**config.mk**
```make
export PLATFORM = sky130hd
export DESIGN_NAME = addsub_arbiter
export DESIGN_NICKNAME = d
export VERILOG_FILES = /design/src/rtl/addsub_pkg.sv /design/src/rtl/sat_addsub16.sv /design/src/rtl/addsub_arbiter.sv
export SDC_FILE = /design/constraint.sdc
export NUM_CORES = 1
export LEC_CHECK = 0
export ABC_AREA = 1
export CORE_MARGIN = 10
export CORE_UTILIZATION = 41
export CTS_BUF_LIST = sky130_fd_sc_hd__clkbuf_4
export CTS_CLUSTER_SIZE = 30
export DETAILED_ROUTE_END_ITERATION = 16
export PLACE_DENSITY_LB_ADDON = 0.15
export SLEW_MARGIN = 0
export SYNTH_ARGS = -nofsm -noshare
export SYNTH_HDL_FRONTEND = slang
export SYNTH_SLANG_ARGS = --single-unit
```
**constraint.sdc**
```tcl
create_clock -name clk -period 3.1 [get_ports clk]
set_input_delay 0.31 -clock clk [delete_from_list [all_inputs] [get_ports clk]]
set_output_delay 0.31 -clock clk [all_outputs]
set_load 0.005 [all_outputs]
```
**src/rtl/addsub_pkg.sv**
```systemverilog
// Shared constants for the saturating add/subtract arbiter and its datapath.
package addsub_pkg;
    localparam logic [15:0] SAT_POS = 16'h7FFF;
    localparam logic [15:0] SAT_NEG = 16'h8000;
    localparam logic        REQ0    = 1'b0;
    localparam logic        REQ1    = 1'b1;
endpackage

```
**src/rtl/sat_addsub16.sv**
```systemverilog
// Combinational 16-bit saturating add/subtract built from four 4-bit CLA slices.
module sat_addsub16
    import addsub_pkg::*;
(
    input  logic [15:0] a,
    input  logic [15:0] b,
    input  logic        sub,
    output logic [15:0] sum,
    output logic        ovf
);
    logic [15:0] bx;
    logic [15:0] g;
    logic [15:0] p;
    logic [15:0] raw;
    logic [3:0]  cs;

    // Subtraction is A + ~B + 1, with the +1 entering as the first slice carry.
    assign bx    = sub ? ~b : b;
    assign g     = a & bx;
    assign p     = a ^ bx;
    assign cs[0] = sub;

    for (genvar s = 0; s < 4; s++) begin : g_slice
        logic [3:0] sg;
        logic [3:0] sp;
        logic [3:0] c;

        assign sg   = g[4*s +: 4];
        assign sp   = p[4*s +: 4];
        assign c[0] = cs[s];
        assign c[1] = sg[0] | (sp[0] & c[0]);
        assign c[2] = sg[1] | (sp[1] & sg[0]) | (sp[1] & sp[0] & c[0]);
        assign c[3] = sg[2] | (sp[2] & sg[1]) | (sp[2] & sp[1] & sg[0])
                    | (sp[2] & sp[1] & sp[0] & c[0]);
        assign raw[4*s +: 4] = sp ^ c;

        if (s < 3) begin : g_cout
            assign cs[s+1] = sg[3] | (sp[3] & sg[2]) | (sp[3] & sp[2] & sg[1])
                           | (sp[3] & sp[2] & sp[1] & sg[0])
                           | (sp[3] & sp[2] & sp[1] & sp[0] & c[0]);
        end
    end

    assign ovf = (a[15] == bx[15]) && (raw[15] != a[15]);
    assign sum = ovf ? (a[15] ? SAT_NEG : SAT_POS) : raw;
endmodule

```
**src/rtl/addsub_arbiter.sv**
```systemverilog
// Two requesters share one saturating add/sub datapath; round-robin grant,
// one operation per cycle, one-entry registered result slot per requester.
module addsub_arbiter
    import addsub_pkg::*;
#(
    parameter int   WIDTH   = 16,
    parameter logic RR_INIT = 1'b1
) (
    input  logic             clk,
    input  logic             rst,
    input  logic             r0_valid,
    output logic             r0_ready,
    input  logic [WIDTH-1:0] r0_a,
    input  logic [WIDTH-1:0] r0_b,
    input  logic             r0_sub,
    output logic             o0_valid,
    input  logic             o0_ready,
    output logic [WIDTH-1:0] o0_sum,
    output logic             o0_ovf,
    input  logic             r1_valid,
    output logic             r1_ready,
    input  logic [WIDTH-1:0] r1_a,
    input  logic [WIDTH-1:0] r1_b,
    input  logic             r1_sub,
    output logic             o1_valid,
    input  logic             o1_ready,
    output logic [WIDTH-1:0] o1_sum,
    output logic             o1_ovf
);
    logic             last_grant;
    logic             elig0, elig1;
    logic             grant0, grant1;
    logic [WIDTH-1:0] op_a, op_b;
    logic             op_sub;
    logic [WIDTH-1:0] res_sum;
    logic             res_ovf;

    // A slot that is draining this cycle can accept a new result at once.
    assign elig0 = r0_valid & (~o0_valid | o0_ready);
    assign elig1 = r1_valid & (~o1_valid | o1_ready);

    always_comb begin
        grant0 = 1'b0;
        grant1 = 1'b0;
        if (elig0 && elig1) begin
            grant0 = (last_grant == REQ1);
            grant1 = (last_grant == REQ0);
        end else begin
            grant0 = elig0;
            grant1 = elig1;
        end
    end

    assign r0_ready = grant0;
    assign r1_ready = grant1;

    assign op_a   = grant1 ? r1_a   : r0_a;
    assign op_b   = grant1 ? r1_b   : r0_b;
    assign op_sub = grant1 ? r1_sub : r0_sub;

    sat_addsub16 u_alu (
        .a   (op_a),
        .b   (op_b),
        .sub (op_sub),
        .sum (res_sum),
        .ovf (res_ovf)
    );

    always_ff @(posedge clk) begin
        if (rst) begin
            o0_valid   <= 1'b0;
            o0_sum     <= '0;
            o0_ovf     <= 1'b0;
            o1_valid   <= 1'b0;
            o1_sum     <= '0;
            o1_ovf     <= 1'b0;
            last_grant <= RR_INIT;
        end else begin
            if (grant0) begin
                o0_valid <= 1'b1;
                o0_sum   <= res_sum;
                o0_ovf   <= res_ovf;
            end else if (o0_ready) begin
                o0_valid <= 1'b0;
            end
            if (grant1) begin
                o1_valid <= 1'b1;
                o1_sum   <= res_sum;
                o1_ovf   <= res_ovf;
            end else if (o1_ready) begin
                o1_valid <= 1'b0;
            end
            if (grant0 | grant1)
                last_grant <= grant1 ? REQ1 : REQ0;
        end
    end
endmodule
```
; After elaboration in Yosys (flattened, before gate mapping)
; Cells that the tools add are included.
[totals]
register_bits = 37
in_bits = 72
out_inout_bits = 38
elab_cells = 134
[classes]
eq_ne = 2
n_mux = 13
bitwise_logic = 108
n_reduce_logical = 4
[ops]
columns = op, count
row1 = 2-to-1 mux 16 bit, 5
row2 = bitwise AND 1 bit, 59
row3 = OR 1 bit, 39
row4 = NOT 16 bit, 1
row5 = XOR 16 bit, 1
row6 = XOR 4 bit, 4
row7 = bitwise AND 15 bit, 1
row8 = 2-to-1 mux 1 bit, 8
row9 = nonzero test 2 bit, 2
row10 = NOT 1 bit, 3
row11 = logical AND 1 bit, 2
row12 = == test 1 bit, 1
row13 = != test 1 bit, 1

; Depth between registers and ports, before layout
[depth]
depth_word = 24
mapped_depth = 27
mapped_depth_nobuf = 26

; By module
; A second synthesis with hierarchy kept.
[hier_totals]
hier_cells = 486
area_unflattened_um2 = 3093.0
[by_module_without_submodules]
columns = mod, n_inst, cells_each, area_each_um2, seq_area_each_um2
row1 = addsub_arbiter, 1, 329, 2003.2, 740.7
row2 = sat_addsub16, 1, 157, 1089.8, 0.0

; Worst setup path before layout
; OpenSTA, ideal clock, no wires.
[synth_timing]
path_type = flip-flop to flip-flop
from = register o0_valid
to = register o0_sum[13]
setup_ns = 0.109
t_arrival_ns = 3.054
required_ns = 2.991
setup_slack_ns = -0.063
stages_incl_launch_ff = 21
n_path_buf = 2
synth_period_minus_slack_ns = 3.163
cell_sequence = dfxtp_1 nand2_1 nand3_2 nand2_2 buf_6 clkbuf_1 mux2i_1 xor2_1 inv_1 ha_1 nand2_1 nor3_1 nand2_2 nand2_2 inv_1 fa_1 xnor2_1 nand2_1 nand3_1 nand2_1 inv_1
[synth_via]
elab_chain_len = 24
word_cells_on_any_way = 62
classes_between = 2 x eq/ne / 8 x mux / 50 x bitwise / 2 x reduce/logical
[synth_rtl]
columns = item, line_no
row1 = start: declaration, addsub_arbiter.sv:16  ; output logic o0_valid,
row2 = start signal: assignment, addsub_arbiter.sv:71  ; o0_valid <= 1'b0;
row3 = start signal: assignment, addsub_arbiter.sv:80  ; o0_valid <= 1'b1;
row4 = start signal: assignment, addsub_arbiter.sv:84  ; o0_valid <= 1'b0;
row5 = NOT 1 bit (*), addsub_arbiter.sv:39  ; assign elig0 = r0_valid & (~o0_valid | o0_ready);
row6 = OR 1 bit (*), addsub_arbiter.sv:39
row7 = bitwise AND 1 bit (*), addsub_arbiter.sv:39
row8 = logical AND 1 bit, addsub_arbiter.sv:45  ; if (elig0 && elig1) begin
row9 = 2-to-1 mux 1 bit, addsub_arbiter.sv:45
row10 = 2-to-1 mux 16 bit, addsub_arbiter.sv:58  ; assign op_b = grant1 ? r1_b : r0_b;
row11 = NOT 16 bit, sat_addsub16.sv:18  ; assign bx = sub ? ~b : b;
row12 = 2-to-1 mux 16 bit, sat_addsub16.sv:18
row13 = [... 8 more ...], --
row14 = bitwise AND 1 bit, sat_addsub16.sv:40  ; | (sp[3] & sp[2] & sp[1] & sp[0] & c[0]);
row15 = OR 1 bit, sat_addsub16.sv:40
row16 = bitwise AND 1 bit, sat_addsub16.sv:34  ; | (sp[2] & sp[1] & sp[0] & c[0]);
row17 = OR 1 bit, sat_addsub16.sv:34
row18 = XOR 4 bit, sat_addsub16.sv:35  ; assign raw[4*s +: 4] = sp ^ c;
row19 = != test 1 bit, sat_addsub16.sv:44  ; assign ovf = (a[15] == bx[15]) && (raw[15] != a[15]);
row20 = logical AND 1 bit, sat_addsub16.sv:44
row21 = 2-to-1 mux 16 bit, sat_addsub16.sv:45  ; assign sum = ovf ? (a[15] ? SAT_NEG : SAT_POS) : raw;
row22 = end signal: assignment, addsub_arbiter.sv:81  ; o0_sum <= res_sum;
row23 = end: declaration, addsub_arbiter.sv:18  ; output logic [WIDTH-1:0] o0_sum,
; Every way passes the cells marked *; elsewhere a longest branch is shown, timed or not.
; A chain may end at the register's enable or synchronous reset.

; Worst setup path after layout
[layout_timing]
from = register o1_valid
to = register o0_sum[12]
[layout_via]
elab_chain_len = 24
word_cells_on_any_way = 60
classes_between = 2 x eq/ne / 8 x mux / 48 x bitwise / 2 x reduce/logical
[layout_rtl]
columns = item, line_no
row1 = start: declaration, addsub_arbiter.sv:25  ; output logic o1_valid,
row2 = start signal: assignment, addsub_arbiter.sv:74  ; o1_valid <= 1'b0;
row3 = start signal: assignment, addsub_arbiter.sv:87  ; o1_valid <= 1'b1;
row4 = start signal: assignment, addsub_arbiter.sv:91  ; o1_valid <= 1'b0;
row5 = NOT 1 bit (*), addsub_arbiter.sv:40  ; assign elig1 = r1_valid & (~o1_valid | o1_ready);
row6 = OR 1 bit (*), addsub_arbiter.sv:40
row7 = bitwise AND 1 bit (*), addsub_arbiter.sv:40
row8 = logical AND 1 bit, addsub_arbiter.sv:45
row9 = 2-to-1 mux 1 bit, addsub_arbiter.sv:45
row10 = 2-to-1 mux 16 bit, addsub_arbiter.sv:58
row11 = NOT 16 bit, sat_addsub16.sv:18
row12 = 2-to-1 mux 16 bit, sat_addsub16.sv:18
row13 = [... 8 more ...], --
row14 = bitwise AND 1 bit, sat_addsub16.sv:40
row15 = OR 1 bit, sat_addsub16.sv:40
row16 = bitwise AND 1 bit, sat_addsub16.sv:34
row17 = OR 1 bit, sat_addsub16.sv:34
row18 = XOR 4 bit, sat_addsub16.sv:35
row19 = != test 1 bit, sat_addsub16.sv:44
row20 = logical AND 1 bit, sat_addsub16.sv:44
row21 = 2-to-1 mux 16 bit, sat_addsub16.sv:45
; Marks and branches as above.

==> impl_metrics.ini <==
[floorplan]
die-area_sq_um = 10770
die_width_microns = 103.8
core_sq_um = 6794
initial_core_util_pct = 42.36
num_rows = 30
die_h_microns = 103.8
pin_count = 110

[routing]
dr_wl_met3_microns = 739
drt_iter0_markers = 100
met1_length_microns = 4086
drc = 0
viasPerCell = 4.650
finalWirelength_microns = 9880
via_count = 3455
wl_per_cell_microns = 13.30
highest-signal-layer = met4
met2_wirelength_microns = 4842
antenna_left = 0
drt_first_pass_iters = 4

[min_path]
hold_start = o1_ready
hold_path_end = o1_valid$_SDFFE_PP0P_
min_path_cells = 4
hp-class = input pin to flip-flop

[cells_and_area]
stdcell_area_sq_um = 5092
final_cell_mix = 178 x nand2_1, 105 x clkdlybuf4s50_1, 69 x buf_4, 44 x inv_1, 42 x nor2_1
drive_gt1_share_pct = 24.61
fin_nets = 737
synthToLayoutAreaGrowth_pct = 76.96
final_common_cell = nand2_1

[timing]
finalHoldViolCount = 0
fin_setup_tns_ns = -0.1017
worst-slew-pin-transition_ns = 0.4661
slew_violations = 0
period_minus_slack_ns = 3.142
setup_violations = 3
relSlewSlack_pct = 68.81
timing.final.crit_share_pct = 101.3
fmax_ghz = 0.3183
rsz0062_at_grt = true
finalClockSkew_ns = 0.008544
final.setup.worst_slack_ns = -0.04182
hold_slack_ns = 0.3896

[critical_path]
crit_fanout = 6
startpoint = o1_valid$_SDFFE_PP0P_
reg2reg_to = o0_sum[12]$_SDFFE_PP0P_
crit_required_ns = 3.34
r2r_slack_ns = -0.04
crit_arrival_ns = 3.38
critPathLaunchType = flip-flop
worst_setup_path_end_kind = flip-flop
critical_path_class = flip-flop to flip-flop
r2r_cells = 22
worstReg2RegStart = o1_valid$_SDFFE_PP0P_

[cts]
cts.sinks = 37
worstSkewPairLatency_ns = 0.33
cts_buffers = 5
htreeDepth = 2
clockBufferDepth = 2
root_buffer = clkbuf_4
clk_pin_slew_ns = 0.10
cts_tree = yes

[synthesis]
yosys_register_bits = 37
yosysWarningCount = 0
syn_area_sq_um = 2878
synth.largest_area_cell = dfxtp_1
ys.flop_type = dfxtp_1
seq_area_frac_synth_pct = 25.74
postSynthAreaPerCell_sq_um = 6.242
yosys-top-cells-area = dfxtp_1 26%, nand2_1 24%, inv_1 6.7%
synth.distinct_cells = 33
async_reset_ff_share_pct = 0
syn-num-nets = 551
synth-edff-count = 0
synthCells = 461
synth_top_area_share_pct = 25.74

[flow_run]
cap_violations = 0

[run_status]
failed_checks = negative setup slack
status = complete, but fails checks

[placement]
place_congestion = 0.8560
io_buffer_count = 109
dp_hpwl_microns = 7306
dpl_cell_area_sq_um = 4433

[global_route]
grt_max_degree = 34
antenna_found_initial = 1
grtUsageTotal_pct = 16.59
first_global_vias = 3468
grt_first_pass_wirelength_microns = 15630
grt_overflow_total = 0

[power]
total_power_mw = 2.448
leakagePower_nw = 2.614
power_density_nw_per_um2 = 480.8
vdd_drop_max_mv = 0.1623
## cell type report
cell class | instances | area, sq um
diodes | 1 | 2.502
fillers | 539 | 1702
clock inverters | 1 | 5.005
multi-input cells | 353 | 2090
well taps | 96 | 120.1
inverters | 54 | 210.2
clock buffers | 5 | 37.54
flip-flops and latches | 37 | 744.5
repair buffers | 196 | 1883
## kinds of logic after synthesis
group           Yosys count  share of synthesized area (%)
simple gates            281                          40.70
buf+inv                  72                          10.74
flops                    37                          25.74
compound gates           27                          5.740
xor+xnor                 22                          6.957
fa+ha+maj                18                          8.609
mux                       4                          1.522
## synth_stat cells (2+ instances only)
master,n
nand3b_1,2
xor2_1,7
nand2_1,185
buf_6,5
ha_1,15
nand3_1,28
inv_2,2
dfxtp_1,37
fa_1,3
nand2_2,12
o21ai_0,11
nand3_2,2
xnor2_1,14
a21oi_1,10
clkbuf_1,11
nor2_1,45
or2_2,3
nor3_1,2
inv_1,51
mux2i_1,3
## timing repair
item | CTS | global route
gates cloned | 1 | 2
pin swaps | 14 | 21
hold buffers | 0 | 0
buffers inserted | 23 | 7
gates resized for setup | 35 | 49
endpoints found under the setup margin | 34 | 34
## where the power goes
group          internal, mW  switching (mW)
sequential            0.557          0.0454
combinational         0.842           0.775
clock                0.0788           0.150
total                  1.48           0.971
## sequential cells by signal, summed over array words and instances (netlist names)
signal / flops
last_grant: 1
o0_ovf: 1
o0_sum: 16
o0_valid: 1
o1_ovf: 1
o1_sum: 16
o1_valid: 1
## critical path, cell delays in order, from the launching register on
cell and delay (ns):
dfxtp_4 0.37, a21oi_4 0.23, nand2_8 0.12, nand2_8 0.10, nand2_8 0.07, buf_6 0.12
xnor2_1 0.12, ha_1 0.36, nand3_2 0.12, nor2_1 0.13, nand3_1 0.07, nand2_1 0.08
nand2_1 0.07, nand2_2 0.08, nand2_2 0.08, nand2_4 0.09, inv_2 0.04, fa_2 0.51
inv_1 0.04, nand2_1 0.08, nand3_1 0.07, nand2_1 0.07, inv_1 0.03
## per-stage QoR
stage	util, %	setup WS (ns)	cells
detailed placement	65.25	-0.7180	703
global route	74.95	-0.2211	743
CTS	70.59	-0.02299	733
global placement	65.25	-0.5826	703
finish	74.95	-0.04182	743
floorplan	-	0.02644	461
## metal layers
metal / track usage (%) / vias to the layer above
li1: - / 1778
met1: 18.68 / 1527
met2: 29.14 / 132
met3: 4.895 / 18
met4: 5.368 / 0
met5: 0 / -
## worst max-delay path by stage
stage	to
3_3_place_gp	o0_sum[13]$_SDFFE_PP0P_
6_report	o0_sum[12]$_SDFFE_PP0P_
4_1_cts	o0_sum[9]$_SDFFE_PP0P_
3_5_place_dp	o0_sum[13]$_SDFFE_PP0P_
5_1_grt	o0_sum[12]$_SDFFE_PP0P_
2_1_floorplan	o0_sum[13]$_SDFFE_PP0P_
Power figures use the tool's default switching activity.
